`src/rtl/cpu_irq_ctrl.sv`:
```
// Fabric IRQ synchronizer, pending/overflow latch and prioritized
// req/ack front end for the CPU interrupt input.
module cpu_irq_ctrl #(
    parameter int NUM_IRQ = 4,
    parameter int ID_W    = (NUM_IRQ > 1) ? $clog2(NUM_IRQ) : 1
) (
    input  logic               UserCLK,
    input  logic               RESETn,
    input  logic [NUM_IRQ-1:0] IRQ,
    input  logic               CONFIGURED,
    input  logic [NUM_IRQ-1:0] edge_mode,
    input  logic [NUM_IRQ-1:0] irq_mask,
    output logic               irq_req,
    output logic [ID_W-1:0]    irq_id,
    input  logic               irq_ack,
    output logic [NUM_IRQ-1:0] pending,
    output logic [NUM_IRQ-1:0] overflow
);

    typedef enum logic [1:0] {
        IDLE = 2'd0,
        REQ  = 2'd1,
        GAP  = 2'd2
    } state_t;

    state_t state;
    state_t state_nxt;

    logic [NUM_IRQ-1:0] s1;
    logic [NUM_IRQ-1:0] s2;
    logic [NUM_IRQ-1:0] s3;
    logic [NUM_IRQ-1:0] evt;
    logic [NUM_IRQ-1:0] ack_vec;
    logic [NUM_IRQ-1:0] elig;
    logic [NUM_IRQ-1:0] pend_nxt;
    logic [NUM_IRQ-1:0] ovf_nxt;
    logic [ID_W-1:0]    win_id;
    logic [ID_W-1:0]    id_nxt;
    logic               win_any;
    logic               ack_go;

    always_ff @(posedge UserCLK or negedge RESETn) begin
        if (!RESETn) begin
            s1 <= '0;
            s2 <= '0;
            s3 <= '0;
        end else begin
            s1 <= IRQ;
            s2 <= s1;
            s3 <= s2;
        end
    end

    always_comb begin
        evt     = s2 & ~s3;
        ack_go  = (state == REQ) && irq_ack;
        ack_vec = '0;
        for (int i = 0; i < NUM_IRQ; i++) begin
            if (ack_go && irq_id == ID_W'(i)) ack_vec[i] = 1'b1;
        end
        elig    = pending & irq_mask;
        win_any = |elig;
        win_id  = '0;
        // descending scan so the lowest eligible index wins
        for (int i = NUM_IRQ - 1; i >= 0; i--) begin
            if (elig[i]) win_id = ID_W'(i);
        end
    end

    always_comb begin
        pend_nxt = '0;
        ovf_nxt  = '0;
        if (CONFIGURED) begin
            for (int i = 0; i < NUM_IRQ; i++) begin
                if (edge_mode[i]) begin
                    pend_nxt[i] = evt[i] | (pending[i] & ~ack_vec[i]);
                    // an edge racing its own ACK re-arms pending only
                    if (ack_vec[i] && evt[i])
                        ovf_nxt[i] = overflow[i];
                    else if (ack_vec[i])
                        ovf_nxt[i] = 1'b0;
                    else
                        ovf_nxt[i] = overflow[i] | (evt[i] & pending[i]);
                end else begin
                    pend_nxt[i] = s2[i];
                    ovf_nxt[i]  = 1'b0;
                end
            end
        end
    end

    always_comb begin
        state_nxt = state;
        id_nxt    = irq_id;
        if (!CONFIGURED) begin
            state_nxt = IDLE;
        end else begin
            unique case (state)
                IDLE: begin
                    if (win_any) begin
                        state_nxt = REQ;
                        id_nxt    = win_id;
                    end
                end
                REQ: begin
                    if (irq_ack) state_nxt = GAP;
                end
                GAP:     state_nxt = IDLE;
                default: state_nxt = IDLE;
            endcase
        end
    end

    always_ff @(posedge UserCLK or negedge RESETn) begin
        if (!RESETn) begin
            state    <= IDLE;
            irq_req  <= 1'b0;
            irq_id   <= '0;
            pending  <= '0;
            overflow <= '0;
        end else begin
            state    <= state_nxt;
            irq_req  <= (state_nxt == REQ);
            irq_id   <= id_nxt;
            pending  <= pend_nxt;
            overflow <= ovf_nxt;
        end
    end

endmodule

```
`config.mk`:
```
export PLATFORM = sky130hd
export DESIGN_NAME = cpu_irq_ctrl
export DESIGN_NICKNAME = d
export VERILOG_FILES = /design/src/rtl/cpu_irq_ctrl.sv
export SDC_FILE = /design/constraint.sdc
export NUM_CORES = 1
export LEC_CHECK = 0
export BUFFER_PORTS_ARGS = -buffer_cell sky130_fd_sc_hd__buf_2
export CORE_MARGIN = 4
export CORE_UTILIZATION = 40
export CTS_CLUSTER_SIZE = 8
export DETAILED_ROUTE_END_ITERATION = 6
export HOLD_SLACK_MARGIN = 0.12
export PLACE_DENSITY = 0.75
export SYNTH_ARGS = -nofsm -noshare
export SYNTH_HDL_FRONTEND = slang
export SYNTH_SLANG_ARGS = --single-unit
```
`constraint.sdc`:
```
create_clock -name UserCLK -period 2.6 [get_ports UserCLK]
set_input_delay 0.52 -clock UserCLK [delete_from_list [all_inputs] [get_ports UserCLK]]
set_output_delay 0.52 -clock UserCLK [all_outputs]
set_load 0.01 [all_outputs]
```
==> summary.md <==
| Metric | Value |
|---|---|
| Status | `complete, no violations` |
| IO Count | `27` |
| Maximum root-to-sink buffer count | `2` |
| Yosys cell types | `26` |
| Hold Violations, Final | `0` |
| Setup repair after global routing missed its margin | `no` |
| Synth Area per Inst | `12.14 sq um` |
| Initial Utilization | `43.21%` |
| # DRC | `0` |
| R2R setup slack | `1180 ps` |
| Total grt overflow | `0` |
| Startpoint types | `flip-flop` |
| Cell Int Power | `around 530 uW` |
| Count leader, synth | `dfrtp_1` |
| Clock Latency Late Sink | `between 300 and 400 ps` |
| Share of layout cells above drive strength 1 | `around a third` |
| Flop pwr share | `about 63%` |
| Hold Crit Class | `primary input to async pin` |
| Final period utilization | `56.31%` |
| Final HPWL DP | `1472 um` |
| Post-synth EDFFs | `0` |
| Critical Path, Cell by Cell | `buf_2` |
| Post-CTS Resized | `0` |
| Cell taking the most area after synthesis | `dfrtp_1` |
| Number of H-tree levels | `1` |
| Most common library cells after synthesis | `dfrtp_1, nand2_1, a21oi_1` |
| Syn nets | `97` |
| Main combinational cell family by area after synthesis | `simple AND/OR/NAND/NOR gates` |
| Sw power | `185.3 uW` |
| First-pass GRT wire length | `around 3300 um` |
| Yosys warnings | `0` |
| Relative slew slack | `64.32%` |
| Util after Layout | `51.62%` |
| Pwr/cell area | `between 600 and 700 nW/um^2` |
| Clk_skew | `6.521 ps` |
| Met2 Use GR | `between 20% and 30%` |
| Total Neg Setup Slack | `0 ps` |
| Num CTS Buffers | `3` |
| Clk sinks | `25` |
| CP Buf/Inv Count | `1` |
| Core area | `~2300 sq um` |
| Critical Path RT | `~2100 ps` |
| Crit-path slowest cell | `dfrtp_1` |
| Final WL | `around 1900 um` |
| Total power | `approximately 710 uW` |
| R2R Path End | `irq_id[0]` |
| Fmax achieved | `0.6830 GHz` |
| Vias in the first global route | `742` |
| Clock-pin slew on the worst setup and hold paths | `about 130 ps` |
| Pin count of the biggest net entering global routing | `26` |
| Vias post-DR | `roughly 740` |
| Ys flop type | `dfrtp_1` |
| DRT iter0 DRCs | `14` |
| GRT Max-Usage Layer | `met2` |
| Post-Syn Area | `between 900 and 1000 sq um` |
| R2R depth | `4` |
| Critical path fanouts, max | `6` |
| # rows | `17` |
| Clk network pwr share | `a little under a quarter` |
| Combinational share of power | `between 10% and 20%` |
| Antenna Cells | `0` |
| Multiplexer share of the synthesized area | `under 10%` |
| Max-Cap Viols | `0` |
| Root buffer cell | `clkbuf_4` |
| Worst Setup End Kind | `output port` |
| Async SR Flop Fraction | `between 90% and 100%` |
| # setup viols final | `0` |
| Switching fraction of total power | `about a quarter` |
| Crit Path Class | `flip-flop to output port` |
| Adder-Cell Fraction of Synth Area | `0%` |
| Vias per cell | `5.309` |
| Top cell type's share of synthesized area | `between 60 and 70%` |
| Syn Inst Count | `81` |
| Slew Limit Fails | `0` |
| Post-CTS setup buffer count | `0` |
| Final Critical Period | `between 1000 and 1500 ps` |
| Highest ir drop seen on vdd | `between 0.5 and 0.6 mV` |
| Routed length per placed instance | `about 14 um` |
| Die Ht | `57.59 um` |
| Die ar. | `about 3300 sq um` |
| Arrival @ worst endpoint | `940 ps` |
| Number of port buffers | `26` |
| Fill cell count | `~220` |
| Sequential fraction of the synthesis area | `a little under two thirds` |
| Antenna-violating nets left | `0` |
| Top post-synthesis cells by area | `dfrtp_1, nand2_1, a32oi_1` |
| CTS tree | `built` |
| Router iterations before antenna repair | `4` |
| CP top delay family | `flip-flops` |
| CTS Hold Buffers Added | `0` |
| GPL Wtd Cong | `just under 0.8` |
| Final #Nets | `~130` |
| Post-Synth Simple-Gate Area | `between 20% and 30%` |
| Antenna violations before repair | `0` |
| GR Util met3 | `under 10%` |
| P&R area growth vs syn | `19.47%` |
| Placed instance area | `roughly 1100 sq um` |
| GRT Total Usage | `12.82%` |
| R2r startpoint | `pending[2]` |
| Xor and xnor area share after synthesis | `0%` |
| Crit path largest cell delay | `approximately 470 ps` |
| Worst Tran Pin Value | `about 540 ps` |
| M1 GR Usage | `15.79%` |
| Leakage | `0.5793 nW` |
| Die Wd | `between 50 and 60 um` |
| Synth Register Bits | `25` |
| Synth Area in Compound Gates | `12.60%` |
| Post-route cell area | `1175 sq um` |
==> cell families (layout without fill, tap and decap cells) <==
logic type,count (synthesis),in the layout
and+or+nand+nor,36,36
DFF,25,25
AOI/OAI and AO/OA,18,18
muxes,1,1
buffers and inverters,1,31
==> per-stage QoR <==
| stage | hold WS, ps | cells | worst slack, ps |
|---|---|---|---|
| floorplan | 224.4 | 81 | 1172 |
| global placement | 334.1 | 135 | 1050 |
| detailed placement | 339.5 | 135 | 1019 |
| CTS | 170.0 | 139 | 1091 |
| global route | 185.6 | 139 | 1037 |
| finish | 168.9 | 139 | 1136 |
==> power groups by stage <==
stage	Sequential [mW]	Combinational [mW]	Clock [mW]
6_report	0.445	0.102	0.165
5_1_grt	0.451	0.112	0.194
4_1_cts	0.446	0.103	0.176
3_5_place_dp	0.454	0.103	0
3_3_place_gp	0.451	0.0993	0
2_1_floorplan	0.452	0.0485	0
==> state kept, by name, indices dropped and copies added (netlist names) <==
register,flops
s1,4
s2,4
pending,4
overflow,4
irq_id,2
irq_req,1
s3,4
state,2
==> how the worst max path moves through the flow <==
stage,to,startpoint,slack [ps],cells past startpoint
2_1_floorplan,irq_id[0],irq_mask[2],1170,4
3_3_place_gp,irq_id[0],irq_mask[2],1050,5
3_5_place_dp,irq_id[0],irq_mask[2],1020,5
4_1_cts,irq_id[1],irq_id[1],1090,1
5_1_grt,irq_id[1],irq_id[1],1040,1
6_report,irq_id[1],irq_id[1],1140,1
==> worst register-to-register path, cell delays in order (launching register included) <==
cell and delay, ps:
dfrtp_1 450, a22o_1 260, or2_1 260, nand2_2 70, mux2_4 290
==> metal layers <==
| metal | part of all wire (%) | up-vias |
|---|---|---|
| li1 | - | 351 |
| met1 | 42 | 364 |
| met2 | 51 | 21 |
| met3 | 6.3 | 2 |
| met4 | 0.31 | 0 |
| met5 | 0 | - |
==> placed cells by master (no fill, tap or decap), types with 2 or more instances in the layout <==
master	count
a21oi_1	6
a22o_1	2
a32oi_1	5
buf_2	26
clkbuf_4	3
dfrtp_1	25
nand2_1	13
nand3b_1	2
nor2_1	3
nor2b_1	5
nor3b_1	2
o21ai_0	2
==> cell type report <==
cell class / count / area, sq um / area share (%)
clock buffer: 4 / 26.28 / 2.236
inverter: 1 / 3.754 / 0.3195
multi-input combinational: 55 / 354.1 / 30.14
sequential: 25 / 625.6 / 53.25
tap: 28 / 35.03 / 2.982
timing repair buffer: 26 / 130.1 / 11.08
No activity file was read; power rests on OpenSTA's default activity.
